**src/rtl/seg_pkg.sv**
```systemverilog
// Shared constants for the 7-segment scan driver: segment codes,
// digit count and conversion FSM states.
package seg_pkg;

    localparam int NUM_DIG = 6;

    localparam logic [7:0] SEG_0     = 8'hC0;
    localparam logic [7:0] SEG_1     = 8'hF9;
    localparam logic [7:0] SEG_2     = 8'hA4;
    localparam logic [7:0] SEG_3     = 8'hB0;
    localparam logic [7:0] SEG_4     = 8'h99;
    localparam logic [7:0] SEG_5     = 8'h92;
    localparam logic [7:0] SEG_6     = 8'h82;
    localparam logic [7:0] SEG_7     = 8'hF8;
    localparam logic [7:0] SEG_8     = 8'h80;
    localparam logic [7:0] SEG_9     = 8'h90;
    localparam logic [7:0] SEG_DASH  = 8'hBF;
    localparam logic [7:0] SEG_BLANK = 8'hFF;

    // Buffer digit code reserved for the out-of-range dash
    localparam logic [3:0] DIG_DASH = 4'hA;

    typedef enum logic [2:0] {
        ST_IDLE,
        ST_CONV_H,
        ST_CONV_M,
        ST_CONV_S,
        ST_COMMIT
    } state_t;

    function automatic logic [7:0] seg_decode(input logic [3:0] d);
        logic [7:0] code;
        case (d)
            4'd0:     code = SEG_0;
            4'd1:     code = SEG_1;
            4'd2:     code = SEG_2;
            4'd3:     code = SEG_3;
            4'd4:     code = SEG_4;
            4'd5:     code = SEG_5;
            4'd6:     code = SEG_6;
            4'd7:     code = SEG_7;
            4'd8:     code = SEG_8;
            4'd9:     code = SEG_9;
            DIG_DASH: code = SEG_DASH;
            default:  code = SEG_BLANK;
        endcase
        return code;
    endfunction

endpackage

```
**src/rtl/seg_scan_driver_bin2bcd.sv**
```systemverilog
// Sequential 6-bit binary to two-digit BCD converter (double dabble).
// done pulses 7 cycles after start; tens/ones hold until the next start.
module bin2bcd_seq (
    input  logic       clk,
    input  logic       rst,
    input  logic       start,
    input  logic [5:0] bin,
    output logic       busy,
    output logic       done,
    output logic [3:0] tens,
    output logic [3:0] ones
);

    logic [5:0] sh;
    logic [7:0] bcd;
    logic [2:0] cnt;
    logic [3:0] adj_hi;
    logic [3:0] adj_lo;
    logic [7:0] bcd_nxt;

    always_comb begin
        adj_hi  = (bcd[7:4] >= 4'd5) ? 4'(bcd[7:4] + 4'd3) : bcd[7:4];
        adj_lo  = (bcd[3:0] >= 4'd5) ? 4'(bcd[3:0] + 4'd3) : bcd[3:0];
        bcd_nxt = {adj_hi[2:0], adj_lo, sh[5]};
    end

    always_ff @(posedge clk or posedge rst) begin
        if (rst) begin
            sh   <= '0;
            bcd  <= '0;
            cnt  <= '0;
            busy <= 1'b0;
            done <= 1'b0;
            tens <= '0;
            ones <= '0;
        end else begin
            done <= 1'b0;
            if (start) begin
                sh   <= bin;
                bcd  <= '0;
                cnt  <= '0;
                busy <= 1'b1;
            end else if (busy) begin
                sh  <= {sh[4:0], 1'b0};
                bcd <= bcd_nxt;
                cnt <= cnt + 3'd1;
                if (cnt == 3'd5) begin
                    busy <= 1'b0;
                    done <= 1'b1;
                    tens <= bcd_nxt[7:4];
                    ones <= bcd_nxt[3:0];
                end
            end
        end
    end

endmodule

```
**src/rtl/seg_scan_driver.sv**
```systemverilog
// Converts hour/min/sec to a BCD display buffer and scans it onto a
// 6-digit common-anode 7-segment display with anti-ghost blanking.
module seg_scan_driver
    import seg_pkg::*;
#(
    parameter int BLANK_CYC = 4,
    parameter bit DP_BLINK  = 1'b1
) (
    input  logic       clk,
    input  logic       rst,
    input  logic [4:0] hour,
    input  logic [5:0] min,
    input  logic [5:0] sec,
    input  logic       scan_tick,
    output logic [5:0] sel,
    output logic [7:0] seg
);

    localparam int BW = (BLANK_CYC > 0) ? $clog2(BLANK_CYC + 1) : 1;

    state_t     state;
    logic [4:0] hour_q;
    logic [5:0] min_q;
    logic [5:0] sec_q;
    logic [3:0] dig  [NUM_DIG];
    logic [3:0] nxt  [NUM_DIG];
    logic [3:0] view [NUM_DIG];
    logic [3:0] h_t;
    logic [3:0] h_o;
    logic [3:0] m_t;
    logic [3:0] m_o;

    logic       conv_start;
    logic [5:0] conv_bin;
    logic       conv_busy;
    logic       conv_done;
    logic [3:0] conv_tens;
    logic [3:0] conv_ones;

    always_comb begin
        conv_bin = sec_q;
        unique case (1'b1)
            state == ST_CONV_H: conv_bin = {1'b0, hour_q};
            state == ST_CONV_M: conv_bin = min_q;
            default:            conv_bin = sec_q;
        endcase
    end

    bin2bcd_seq u_bcd (
        .clk   (clk),
        .rst   (rst),
        .start (conv_start),
        .bin   (conv_bin),
        .busy  (conv_busy),
        .done  (conv_done),
        .tens  (conv_tens),
        .ones  (conv_ones)
    );

    // Seconds digits come straight from the converter, which holds them
    always_comb begin
        nxt[0] = h_t;
        nxt[1] = h_o;
        nxt[2] = m_t;
        nxt[3] = m_o;
        nxt[4] = conv_tens;
        nxt[5] = conv_ones;
        if (hour_q > 5'd23) begin
            nxt[0] = DIG_DASH;
            nxt[1] = DIG_DASH;
        end
        if (min_q > 6'd59) begin
            nxt[2] = DIG_DASH;
            nxt[3] = DIG_DASH;
        end
        if (sec_q > 6'd59) begin
            nxt[4] = DIG_DASH;
            nxt[5] = DIG_DASH;
        end
    end

    always_comb begin
        for (int i = 0; i < NUM_DIG; i++)
            view[i] = (state == ST_COMMIT) ? nxt[i] : dig[i];
    end

    always_ff @(posedge clk or posedge rst) begin
        if (rst) begin
            state      <= ST_IDLE;
            hour_q     <= '0;
            min_q      <= '0;
            sec_q      <= '0;
            h_t        <= '0;
            h_o        <= '0;
            m_t        <= '0;
            m_o        <= '0;
            conv_start <= 1'b0;
            for (int i = 0; i < NUM_DIG; i++)
                dig[i] <= '0;
        end else begin
            conv_start <= 1'b0;
            case (state)
                ST_IDLE: begin
                    if ({hour, min, sec} != {hour_q, min_q, sec_q}) begin
                        hour_q     <= hour;
                        min_q      <= min;
                        sec_q      <= sec;
                        conv_start <= 1'b1;
                        state      <= ST_CONV_H;
                    end
                end
                ST_CONV_H: begin
                    if (conv_done) begin
                        h_t        <= conv_tens;
                        h_o        <= conv_ones;
                        conv_start <= 1'b1;
                        state      <= ST_CONV_M;
                    end
                end
                ST_CONV_M: begin
                    if (conv_done) begin
                        m_t        <= conv_tens;
                        m_o        <= conv_ones;
                        conv_start <= 1'b1;
                        state      <= ST_CONV_S;
                    end
                end
                ST_CONV_S: begin
                    if (conv_done)
                        state <= ST_COMMIT;
                end
                ST_COMMIT: begin
                    for (int i = 0; i < NUM_DIG; i++)
                        dig[i] <= nxt[i];
                    state <= ST_IDLE;
                end
                default: state <= ST_IDLE;
            endcase
        end
    end

    logic [2:0]    idx;
    logic [2:0]    idx_nxt;
    logic [BW-1:0] bcnt;
    logic          dp_on;
    logic [7:0]    seg_cur;
    logic [7:0]    seg_nxt;

    function automatic logic [5:0] sel_of(input logic [2:0] i);
        return ~(6'b000001 << i);
    endfunction

    always_comb begin
        idx_nxt = (idx == 3'(NUM_DIG - 1)) ? 3'd0 : 3'(idx + 3'd1);
        dp_on   = !DP_BLINK || !sec_q[0];
        seg_cur = seg_decode(view[idx]);
        seg_nxt = seg_decode(view[idx_nxt]);
        if (dp_on && (idx == 3'd1 || idx == 3'd3))
            seg_cur[7] = 1'b0;
        if (dp_on && (idx_nxt == 3'd1 || idx_nxt == 3'd3))
            seg_nxt[7] = 1'b0;
    end

    // Outside blanking the current digit is refreshed every cycle
    always_ff @(posedge clk or posedge rst) begin
        if (rst) begin
            idx  <= '0;
            bcnt <= '0;
            sel  <= '1;
            seg  <= SEG_BLANK;
        end else if (scan_tick) begin
            idx <= idx_nxt;
            if (BLANK_CYC > 0) begin
                bcnt <= BW'(BLANK_CYC);
                sel  <= '1;
                seg  <= SEG_BLANK;
            end else begin
                sel <= sel_of(idx_nxt);
                seg <= seg_nxt;
            end
        end else if (bcnt > BW'(1)) begin
            bcnt <= bcnt - BW'(1);
        end else begin
            bcnt <= '0;
            sel  <= sel_of(idx);
            seg  <= seg_cur;
        end
    end

endmodule

```
**config.mk**
```make
export PLATFORM = sky130hd
export DESIGN_NAME = seg_scan_driver
export DESIGN_NICKNAME = d
export VERILOG_FILES = /design/src/rtl/seg_pkg.sv /design/src/rtl/seg_scan_driver_bin2bcd.sv /design/src/rtl/seg_scan_driver.sv
export SDC_FILE = /design/constraint.sdc
export NUM_CORES = 1
export LEC_CHECK = 0
export CAP_MARGIN = 15
export CELL_PAD_IN_SITES_DETAIL_PLACEMENT = 0
export CELL_PAD_IN_SITES_GLOBAL_PLACEMENT = 1
export CORE_MARGIN = 2
export CORE_UTILIZATION = 48
export CTS_CLUSTER_DIAMETER = 120
export DETAILED_ROUTE_END_ITERATION = 10
export PLACE_DENSITY = 0.87
export SYNTH_ARGS = -nofsm -noshare
export SYNTH_HDL_FRONTEND = slang
export SYNTH_SLANG_ARGS = --single-unit
```
**constraint.sdc**
```tcl
create_clock -name clk -period 4.21 [get_ports clk]
set_input_delay 0.842 -clock clk [delete_from_list [all_inputs] [get_ports clk]]
set_output_delay 0.842 -clock clk [all_outputs]
set_load 0.02 [all_outputs]
```
# Yosys cells after proc, flatten, opt, wreduce, memory -nomap -nowiden
# Memories as Yosys holds them, arrays and structs flattened.
# Index checks and enable logic that the tools add are counted.
# totals
ff_bits,108
rom_bits,112
in_bits,20
output_inout_bits,14
wordCells,111
memories,1
# classes
addsub,5
n_lt_le_gt_ge,7
n_eq_ne,14
shifts,1
n_mux,43
n_bitwise,3
reduce_logical,11
# mem_list
memory,words,width,read_ports,rd_clocked_by_memory_dff,write_ports,line,text
(no name shown),16,7,1,0,0,seg_pkg.sv:33,case (d)
# ops
cell,n
8-bit two-way mux,7
4-bit two-way mux,9
3-bit two-way mux,10
6-bit two-way mux,4
17-bit inequality test,1
4-bit binary-select mux with 3-bit select,1
"6-bit greater-than comparator, second input constant",2
3-bit case mux with 4 select lines,1
6-bit case mux with 2 select lines,1
"3-bit by 2-bit equality test with 1-bit output, second input constant",3
"3-bit equality test, second input constant",3
1-bit two-way mux,9
"4-bit by 3-bit greater-or-equal comparator with 1-bit output, second input constant",2
"3-bit by 1-bit adder with 3-bit output, second input constant",2
"3-bit by 1-bit equality test with 1-bit output, second input constant",2
"2-bit by 1-bit inequality test with 1-bit output, second input constant",3
6-bit NOT,1
2-bit AND reduction,3
"1-bit by 3-bit << shifter with 6-bit output, first input constant",1
"5-bit greater-than comparator, second input constant",1
"4-bit by 2-bit adder with 4-bit output, second input constant",1
"4-bit greater-or-equal comparator, second input constant",1
"2-bit inequality test, second input constant",2
3-bit NOT with 4-bit output,1
other kinds (13),13

# Logic depth before layout (Yosys ltp)
# Gate-level depths: netlist of the first run.
# An unclocked memory read counts as a cell.
# logic_depth
ltp_word,9
mapped_depth,12
ltp_nobuf,9

# Hierarchy
# Synthesis of the first run repeated with hierarchy kept, for this count alone.
# hier_totals
hier_cells,517
hier_area_um2,5536.6
# modules_own_cells
module,instances,cells_each,area_per_inst_um2,seq_area_each_um2
seg_scan_driver,1,389,4234.1,2044.5
bin2bcd_seq,1,128,1302.5,675.6

# Worst setup path before layout of the first run
# Ideal clock, no wire load.
# synth_timing
path_type,register -> register
startpoint,register state[1]
endpoint,register seg[3]
setup_time_ns,0.089
t_arrival_ns,2.600
t_required_ns,4.121
setup_slack_ns,1.521
path_stages_with_launch,10
path_buffers,2
period_less_slack_ns,2.689
path_cell_list,dfrtp_1 buf_6 or3b_4 buf_6 a32o_1 a22o_1 a211oi_1 ha_1 or2b_1 a211oi_1
# synth_via
elab_chain_len,8
word_cells_on_any_way,13
cone_classes,eq/ne (1); mux (11); memory (1)
# synth_rtl
element,line,text
from (decl),seg_scan_driver.sv:21,state_t state;
from (signal assigned),seg_scan_driver.sv:89,state <= ST_IDLE;
from (signal assigned),seg_scan_driver.sv:109,state <= ST_CONV_H;
from (signal assigned),seg_scan_driver.sv:117,state <= ST_CONV_M;
3-bit equality test (*),seg_scan_driver.sv:84,view[i] = (state == ST_COMMIT) ? nxt[i] : dig[i];
4-bit two-way mux,seg_scan_driver.sv:84,
4-bit binary-select mux with 3-bit select (*),seg_scan_driver.sv:156,seg_cur = seg_decode(view[idx]);
4-bit two-way mux (not written as such) (*) (2 in series),seg_scan_driver.sv:156,
memory 16 x 7 bit (*),-,
8-bit two-way mux (*),seg_scan_driver.sv:181,end else if (bcnt > BW'(1)) begin
8-bit two-way mux (*),seg_scan_driver.sv:171,end else if (scan_tick) begin
to (signal assigned),seg_scan_driver.sv:179,seg <= seg_nxt;
to (signal assigned),seg_scan_driver.sv:186,seg <= seg_cur;
to (decl),seg_scan_driver.sv:16,output logic [7:0] seg
# Mark *: on every way between the ends. The rest lies on a longest branch, timed or not. The select of a mux whose other input is x is not followed.
# A chain may end at the register's enable or synchronous reset.

# Worst setup path after layout of the first run
# layout_timing
startpoint,register state[2]
endpoint,register seg[3]
# The elaborated chain is that of the path after synthesis.

==> results.md, run 1 <==
- Status: finished, final reports clean
- # nets final: 546
- Final setup vio count: 0
- #FFs+latches synth: around 110
- Seq/Total Area, Yosys: 0.497
- Initial Utilization: 0.498
- Critical Path Sink: seg[3]
- Core Util, Final: 0.562
- Antenna violations before repair: 0
- Vias in the first global route: 3745
- VDD IR max: roughly 0.58 mV
- Largest family of logic cells by synthesized area: compound AO/OA/AOI/OAI gates
- Reg clk slew, reported paths: about 0.07 ns
- HP Class: reg -> reg
- Mean area per synthesized cell: between 10 and 15 um2
- Setup WS post-layout: approximately 0.94 ns
- Register-to-Register Setup Slack: 0.94 ns
- CP Data Arrival Time: approximately 3.5 ns
- Synth Area in Simple Gates: 0.121
- DRC Markers: 0
- Worst skew pair latency: 0.36 ns
- WP buf/inv: 0
- Post-Route Setup TNS: 0 ns
- H-tree depth: 3
- Kind of end point of the critical path: flip-flop
- CP Depth: 7
- Placed Cells: ~640
- Cells along the critical path: nor3b_4, mux2i_1, o22ai_1, a211oi_1, ha_1, or2b_1, a211oi_1
- Layout cells sized above 1: 0.164
- Max-slew violations: 0
- Die height: around 110 um
- Core Footprint: about 11000 um2
- Worst slack, placed: around 0.97 ns
- Startpoint class of the critical path: flip-flop
- Die Wd: roughly 110 um
- Count leader, synth: dfrtp_1
- Crit path max-delay family: compound AO/OA/AOI/OAI gates
- Most used cell, CP: a211oi_1
- Syn nets: 528
- Post-synthesis compound-gate area fraction: 0.147
- Cell taking the most area after synthesis: dfrtp_1
- Post-route clock skew: about 0.013 ns
- Antenna-violating nets left: 0
- Starting DRC count in detailed routing: 325
- Slew @ Worst Pin: 0.929 ns
- P&R area growth vs syn: 12.8%
- Vias/cell: approximately 5.7
- CTS Buf Count: 9
- Routed WL per cell: ~18 um
- Slowest stage delay, CP: ~0.67 ns
- Adder-Cell Fraction of Synth Area: 0.0297
- Mux contribution to synthesized area: 0.116
- First-pass GRT wire length: 19.6 mm
- Clock buffer depth: 2
- Rows: 38
- Min cycle time layout: 3.27 ns
- Synth async-reset ratio: 1.00
- R2R depth: 7
- Routability cong.: about 0.83
- Worst R2R End: seg[3]
- Critical Path RT: about 4.5 ns
- PD cells: ~420 nW/um2
- First drt pass iteration count: 4
- Max-cap violations: 0
- CP max FO: 22
- Crit Reg-Reg Startpoint: state[2]
- Largest cells by area after synthesis: dfrtp_1, mux2_2, dfstp_2
- Post-synth cell types: 62
- GR Util All Layers: 0.200
- Static Leak: a little under 3 nW
- Final wirelength: 11.5 mm
- WHS: 0.449 ns
- Period utilization: 0.777
- Xor and xnor area share after synthesis: 0.0384
- Hold buffer count at cts: 0
- I/O pin cnt: 34
- Crit path from: state[2]
- Max-slew headroom: 0.381
- RSZ-0062 raised after global routing: no
- CTS resizes: 0
- Die area: approximately 12000 um2
- Gr ovfl total: 0
- Post-synth top area share: 0.430
- Critical path class: reg -> reg
- Post-CTS Setup Inserts: 0
- Post-synth top cells: dfrtp_1, nand2_1, mux2_2
- Hold Fails Final Rpt: 0
- Fillers: between 900 and 1000
- Fmax: about 310 MHz
- Port buffer count: 33
- Crit-path slowest cell: dfrtp_1
- Sink Count: 108
- Largest net degree at the start of global routing: 58
- DP HPWL: a little over 8 mm
- Main synth FF type: dfrtp_1
- Via count: 3738
- Final Instance Count excl. Fillers: 658
- CTS tree: built
- EDFF count, synth: 0
- CTS root buf: clkbuf_16
- Syn. warnings: 0
- Mapped cell area: about 5500 um2
- # diodes: 0
- Cells after Synth: 495
metal layers:
layer | vias to the layer above | routed length [um] | global-route usage
li1 | 1805 | - | -
met1 | 1850 | 5460 | 0.276
met2 | 75 | 5390 | 0.306
met3 | 8 | 552 | 0.0634
met4 | 0 | 125 | 0.0558
met5 | - | 0 | 0
worst register-to-register path, cell delays in order, from the launching register on:
cell and delay [ns]:
dfrtp_1 0.67, nor3b_4 0.68, mux2i_1 0.32, o22ai_1 0.12, a211oi_1 0.56, ha_1 0.36
or2b_1 0.22, a211oi_1 0.24
cell families (layout without fill, tap and decap cells):
group | count (synthesis) | in the layout
and+or+nand+nor | 128 | 128
buffers and inverters | 57 | 80
muxes | 57 | 57
xor gates and xnor gates | 24 | 24
adders and majority gates | 13 | 13
DFF | 108 | 108
AOI/OAI and AO/OA | 108 | 108
sequential cells by signal, indices dropped and copies added (netlist names), 5 cells and up:
name	flops
sel	6
dig	24
seg	8
u_bcd.bcd	8
u_bcd.sh	6
min_q	6
hour_q	5
sec_q	6
how the worst min path moves through the flow:
stage                        from       to  slack, ns  cells past startpoint
after floorplan           bcnt[0]  bcnt[0]       0.40                      1
after global placement    bcnt[0]  bcnt[0]       0.41                      1
after detailed placement  bcnt[0]  bcnt[0]       0.44                      1
after CTS                 bcnt[0]  bcnt[0]       0.45                      1
after global routing      bcnt[0]  bcnt[0]       0.47                      1
final                     bcnt[0]  bcnt[0]       0.45                      1
final cells by class:
| type | instances | area (um2) | area share |
|---|---|---|---|
| Clock buffer | 11 | 243 | 0.0393 |
| Tap cell | 140 | 175 | 0.0284 |
| Clock inverter | 5 | 83.8 | 0.0136 |
| Sequential cell | 108 | 2720 | 0.441 |
| Multi-Input combinational cell | 330 | 2470 | 0.401 |
| Timing Repair Buffer | 37 | 373 | 0.0604 |
| Inverter | 27 | 104 | 0.0168 |
report_power, final:
group / leakage (nW) / total [W] / switching, W / internal (W)
registers: 1.45 / 0.00119 / 0.0000757 / 0.00112
clock network: 0.152 / 0.000925 / 0.000385 / 0.000540
logic: 1.31 / 0.000461 / 0.000254 / 0.000207
metrics by stage:
step	power, W	instance area, um2
2_1_floorplan	0.00153	5470
3_3_place_gp	0.00166	5840
3_5_place_dp	0.00168	5840
4_1_cts	0.00261	6160
5_1_grt	0.00270	6170
6_report	0.00258	6170
placed cells by master (no fill, tap or decap), types with 3 or more instances in the layout:
cell,n
clkbuf_16,9
mux2i_1,17
nor4_1,4
nand2b_1,6
nor3b_1,3
dfstp_2,14
nand2_1,43
nor2_1,31
inv_1,26
a211oi_1,13
o22a_1,5
a41o_1,6
nand3_1,8
buf_4,3
ha_1,13
dfrtp_1,94
o32a_1,8
and2_1,6
mux2_2,39
nand4_1,3
o21ai_0,15
xnor2_1,5
a21oi_1,24
a32o_1,4
nor2b_1,7
o22ai_1,7
xor2_1,19
clkdlybuf4s50_1,33
a21o_1,3
a22o_1,4
(Power assumes the default switching activity.)
==> run 2, diff against run 1 <==
--- a/config.mk
+++ b/config.mk
@@ -9,10 +9,10 @@
 export CELL_PAD_IN_SITES_DETAIL_PLACEMENT = 0
 export CELL_PAD_IN_SITES_GLOBAL_PLACEMENT = 1
 export CORE_MARGIN = 2
-export CORE_UTILIZATION = 48
+export CORE_UTILIZATION = 43
 export CTS_CLUSTER_DIAMETER = 120
 export DETAILED_ROUTE_END_ITERATION = 10
-export PLACE_DENSITY = 0.87
+export PLACE_DENSITY = 0.83
 export SYNTH_ARGS = -nofsm -noshare
 export SYNTH_HDL_FRONTEND = slang
 export SYNTH_SLANG_ARGS = --single-unit
==> constraint.sdc (replaced) <==
create_clock -name clk -period 2.9 [get_ports clk]
set_input_delay 0.58 -clock clk [delete_from_list [all_inputs] [get_ports clk]]
set_output_delay 0.58 -clock clk [all_outputs]
set_load 0.02 [all_outputs]
==> run 2 against run 1 <==
Effect of this change: cell area is 2.6% higher; core utilization decreased by 5.6 points; critical path type unchanged; hold slack got worse by 0.017 ns.
==> results.md, run 2 (synthesis results as in run 1) <==
- Routability cong.: 0.854 (+2.5%)
- P&R area growth vs syn: 15.7%
- First-pass GRT wire length: 19.5 mm (-0.42%)
- Crit-path slowest cell: or3b_4
- Startpoint class of the critical path: flip-flop
- CP Data Arrival Time: 3.02 ns (-0.52 ns)
- Largest net degree at the start of global routing: 32 (-45%)
- Vias/cell: 5.42 (-4.6%)
- Max-slew violations: 0 (unchanged)
- Multi-input gate area: 2480 um2 (+0.30%)
- Hold buffer count at cts: 0 (unchanged)
- Max reg flops: 24 (unchanged)
- Metal-1 WL: 5.43 mm (-0.57%)
- Register-to-Register Setup Slack: 0.14 ns (-0.80 ns)
- Static Leak: 2.98 nW (+2.6%)
- Gr ovfl total: 0 (unchanged)
- Regs by FF count: dig (24), seg (8), u_bcd.bcd (8)
- Worst skew pair latency: 0.36 ns (about the same)
- Antenna violations before repair: 0 (unchanged)
- Antenna-violating nets left: 0 (unchanged)
- Starting DRC count in detailed routing: 243 (-25%)
- WP buf/inv: 1 (+1)
- Final setup vio count: 0 (unchanged)
- Period utilization: 0.950 (+0.174)
- Core Footprint: 12500 um2 (+14%)
- Port buffer count: 33 (unchanged)
- DRC Markers: 0 (unchanged)
- RSZ-0062 raised after global routing: no
- CTS Buf Count: 9 (unchanged)
- Most used cell, CP: a211oi_1
- Sink Count: 108 (unchanged)
- Fmax: 363 MHz (+19%)
- Cells along the critical path: or3b_4, a32o_1, a22o_1, a211oi_1, buf_4, ha_1, or2b_1, a211oi_1
- Max-slew headroom: 0.445 (+0.0640)
- H-tree depth: 3 (unchanged)
- CTS tree: built
- Critical Path RT: 3.16 ns (-1.32 ns)
- Rows: 41 (+7.9%)
- Via count: 3825 (+2.3%)
- CTS root buf: clkbuf_16
- HP Class: reg -> reg
- Clock buffer depth: 2 (unchanged)
- Final wirelength: 11.7 mm (+1.7%)
- Kind of end point of the critical path: flip-flop
- Vias in the first global route: 3877 (+3.5%)
- Status: finished, final reports clean
- Critical path class: reg -> reg
- Max-cap violations: 0 (unchanged)
- Commonest non-fill, non-tap cells in the layout: dfrtp_1, nand2_1, mux2_2
- Post-route clock skew: 0.0137 ns (+0.000628 ns)
- Die height: 117 um (+5.5%)
- PD cells: 577 nW/um2 (+38%)
- Die Wd: 117 um (+5.5%)
- Fillers: 1142 (+23%)
- Crit Reg-Reg Startpoint: state[1]
- First drt pass iteration count: 5 (+1)
- DP HPWL: 8.34 mm (+0.98%)
- Crit path from: state[1]
- Hold Fails Final Rpt: 0 (unchanged)
- Min cycle time layout: 2.76 ns (-0.514 ns)
- Slowest stage delay, CP: 0.55 ns (-0.12 ns)
- I/O pin cnt: 34 (unchanged)
- VDD IR max: 0.262 mV (-54%)
- Initial Utilization: 0.437 (-0.0610)
- Min-delay src: bcnt[0]
- Crit path max-delay family: compound AO/OA/AOI/OAI gates
- CP max FO: 22 (unchanged)
- Metal3 WL: 486 um (-12%)
- # nets final: 562 (+2.9%)
- Most flops, register: dig
- Met2 routed WL: 5.61 mm (+4.0%)
- Reg clk slew, reported paths: 0.08 ns (about the same)
- # diodes: 0 (unchanged)
- Max Used Layer: met4
- Most common cell after layout, fill and taps aside: dfrtp_1
- FF+latch area: 2720 um2 (about the same)
- Layout cells sized above 1: 0.195 (+0.0307)
- Tot Pwr: 0.00365 W (+42%)
- Die area: 13600 um2 (+11%)
- Post-Route Setup TNS: 0 ns (unchanged)
- GR Util All Layers: 0.187 (-0.0127)
- Slew @ Worst Pin: 0.830 ns (-0.0991 ns)
- Routed WL per cell: 16.6 um (-5.2%)
-- run 2: through the flow --
stage / setup WS (ns) / util / std cells / hold WS (ns) / instance area, um2
after floorplan: 0.211 / - / 495 / 0.403 / 5470
after global placement: 0.214 / 0.480 / 689 / 0.419 / 6010
after detailed placement: 0.111 / 0.480 / 689 / 0.425 / 6010
after CTS: 0.0888 / 0.504 / 705 / 0.435 / 6310
after global routing: 0.00577 / 0.506 / 706 / 0.442 / 6330
final: 0.144 / 0.506 / 706 / 0.432 / 6330
-- run 2: cell type report --
class                   instances  area share
clock buffers                  11      0.0384
well taps                     172      0.0340
clock inverters                 5     0.00949
flip-flops and latches        108       0.430
multi-input cells             330       0.392
repair buffers                 53      0.0799
inverters                      27      0.0166
-- run 2: path summary, 6_finish.rpt --
path                               endpoint  cells past startpoint
max in group asynchronous       u_bcd.sh[2]                      3
worst max register to register       seg[3]                      8
worst min register to register      bcnt[0]                      1
min in group asynchronous         hour_q[4]                      2
worst max-delay path                 seg[3]                      8
worst min-delay path                bcnt[0]                      1
-- run 2: report_power, final --
part	switching, W	internal, W	leakage [nW]
Combinational	0.000357	0.000307	1.39
Sequential	0.000114	0.00162	1.44
Clock	0.000560	0.000697	0.146
Total	0.00103	0.00262	2.98
-- run 2: worst register-to-register path, stage by stage (launching register included) --
cell and delay, ns:
dfrtp_1 0.50, or3b_4 0.55, a32o_1 0.27, a22o_1 0.21
a211oi_1 0.24, buf_4 0.18, ha_1 0.24, or2b_1 0.22
a211oi_1 0.26
-- run 2: timing repair --
action,CTS,global route
setup buffers,0,1
resized for setup,0,3
setup endpoints to repair,0,2
endpoints found under the hold margin,0,0
-- run 2: routing by layer --
| metal | vias to the layer above | global-route usage |
|---|---|---|
| met5 | - | 0 |
| li1 | 1825 | - |
| met4 | 0 | 0.0604 |
| met3 | 19 | 0.0462 |
| met1 | 1900 | 0.247 |
| met2 | 81 | 0.304 |
==> run 3, diff against run 2 <==
--- a/config.mk
+++ b/config.mk
@@ -12,7 +12,7 @@
 export CORE_UTILIZATION = 43
 export CTS_CLUSTER_DIAMETER = 120
 export DETAILED_ROUTE_END_ITERATION = 10
-export PLACE_DENSITY = 0.83
+export PLACE_DENSITY = 0.81
 export SYNTH_ARGS = -nofsm -noshare
 export SYNTH_HDL_FRONTEND = slang
 export SYNTH_SLANG_ARGS = --single-unit
==> run 3 against run 2 <==
Effect of this change: setup slack improved by 0.031 ns; non-clock buffer count increased by 1; combinational power about the same; register-to-register slack gained 0.03 ns; core utilization fell by 0.34 points; global-route usage grew 0.36 points; critical endpoint unchanged.
==> results.md, run 3 (synthesis results as in run 1) <==
- Status: finished, final reports clean
- Critical Path RT: 3.17 ns (about the same)
- Final setup vio count: 0 (unchanged)
- Routability cong.: 0.839 (-1.8%)
- Starting DRC count in detailed routing: 280 (+15%)
- First drt pass iteration count: 5 (unchanged)
- Largest net degree at the start of global routing: 49 (+53%)
- Sink Count: 108 (unchanged)
- Placed Cells: 691 (+0.29%)
- Sequential power share: 0.492 (+0.018)
- R2R depth: 8 (unchanged)
- Via count: 3814 (-0.29%)
- Gr ovfl total: 0 (unchanged)
- Die area: 13600 um2 (unchanged)
- Commonest non-fill, non-tap cells in the layout: dfrtp_1, nand2_1, mux2_2
- DP HPWL: 8.49 mm (+1.8%)
- P&R area growth vs syn: 15.0%
- DRC Markers: 0 (unchanged)
- Die height: 117 um (unchanged)
- Final Instance Count excl. Fillers: 707 (+0.14%)
- Pint: 0.00250 W (-4.6%)
- Kind of end point of the critical path: flip-flop
- CP max FO: 22 (unchanged)
- CTS root buf: clkbuf_16
- CP Data Arrival Time: 2.99 ns (-0.03 ns)
- Max-cap violations: 0 (unchanged)
- Final wirelength: 11.7 mm (-0.44%)
- Core Util, Final: 0.502 (-0.00340)
- CTS resizes: 0 (unchanged)
- Hold buffer count at cts: 0 (unchanged)
- PD cells: 560 nW/um2 (-3.0%)
- Routed WL per cell: 16.5 um (-0.58%)
- Period utilization: 0.940 (-0.0107)
- Max reg flops: 24 (unchanged)
- CTS Buf Count: 9 (unchanged)
- Clock share of power: 0.320 (-0.024)
- Core Footprint: 12500 um2 (unchanged)
- Most common cell after layout, fill and taps aside: dfrtp_1
- I/O pin cnt: 34 (unchanged)
- CTS tree: built
- Hold Fails Final Rpt: 0 (unchanged)
- Worst skew pair latency: 0.35 ns (about the same)
- Slew @ Worst Pin: 0.866 ns (+0.0367 ns)
- Post-route clock skew: 0.00638 ns (-0.00728 ns)
- Post-CTS Setup Inserts: 0 (unchanged)
- Antenna violations before repair: 0 (unchanged)
- Startpoint class of the critical path: flip-flop
- # diodes: 0 (unchanged)
- WHS Path Cells: 1 (unchanged)
- Rows: 41 (unchanged)
- Die Wd: 117 um (unchanged)
- Crit path from: state[1]
- Fmax: 367 MHz (+1.1%)
- Max-slew headroom: 0.420 (-0.0246)
- First-pass GRT wire length: 20.1 mm (+2.6%)
- HP Class: reg -> reg
- Initial Utilization: 0.437 (unchanged)
- Sw power: 0.00102 W (-1.3%)
- GR Util All Layers: 0.191 (+0.00364)
- Post-Route Setup TNS: 0 ns (unchanged)
- Max-slew violations: 0 (unchanged)
- Port buffer count: 33 (unchanged)
- Min cycle time layout: 2.73 ns (-0.0310 ns)
- Antenna-violating nets left: 0 (unchanged)
- Crit Reg-Reg Startpoint: state[1]
- Regs by FF count: dig (24), seg (8), u_bcd.bcd (8)
- Clock buffer depth: 2 (unchanged)
- Reg clk slew, reported paths: 0.07 ns (about the same)
- Vias in the first global route: 3827 (-1.3%)
- Min-delay src: bcnt[0]
- Vias/cell: 5.39 (-0.43%)
- Comb pwr share: 0.189 (+0.007)
- Switching share of power: 0.289 (+0.00680)
- Static Leak: 2.96 nW (-0.56%)
- VDD IR max: 0.288 mV (+9.6%)
- Most flops, register: dig
- H-tree depth: 3 (unchanged)
- RSZ-0062 raised after global routing: no
- Critical path class: reg -> reg
- Layout cells sized above 1: 0.187 (-0.00784)
- # nets final: 563 (+0.18%)
[run 3: power by group through the flow]
stage               Combinational (W)  Clock, W  Sequential [W]
floorplan                    0.000460         0         0.00176
global placement             0.000661         0         0.00175
detailed placement           0.000671         0         0.00176
CTS                          0.000672   0.00116         0.00173
global route                 0.000734   0.00122         0.00174
finish                       0.000664   0.00113         0.00173
[run 3: critical path, cell delays in order (launching register included)]
cell and delay, ns:
dfrtp_1 0.49, or3b_4 0.57, a32o_1 0.27, a22o_1 0.21, a211oi_1 0.23, buf_4 0.17, ha_1 0.24, or2b_1 0.22
a211oi_1 0.23
[run 3: final timing paths]
kind	slack, ns	end
worst max-delay path	0.17	seg[3]
worst min-delay path	0.43	bcnt[0]
worst max register to register	0.17	seg[3]
worst min register to register	0.43	bcnt[0]
max in group asynchronous	1.52	m_o[0]
min in group asynchronous	0.70	hour_q[4]
[run 3: final cells by class]
cell class	instances	area [um2]
Multi-Input combinational cell	330	2470
Sequential cell	108	2720
Clock inverter	5	28.8
Inverter	27	105
Fill cell	1176	6230
Timing Repair Buffer	54	513
Clock buffer	11	233
Tap cell	172	215
[run 3: metrics by stage]
stage          setup WS [ns]  cell area [um2]  total power (W)  hold WS, ns
3_3_place_gp           0.182             6020          0.00241        0.418
4_1_cts                0.167             6290          0.00356        0.433
6_report               0.175             6290          0.00352        0.434
5_1_grt               0.0136             6290          0.00370        0.457
3_5_place_dp           0.163             6020          0.00243        0.418
2_1_floorplan          0.211             5470          0.00222        0.403
[run 3: routing by layer]
layer / global-route usage / vias to the layer above / part of all wire
li1: - / 1835 / -
met4: 0.0494 / 0 / 0.015
met5: 0 / - / 0
met3: 0.0472 / 10 / 0.033
met1: 0.263 / 1919 / 0.47
met2: 0.304 / 50 / 0.48
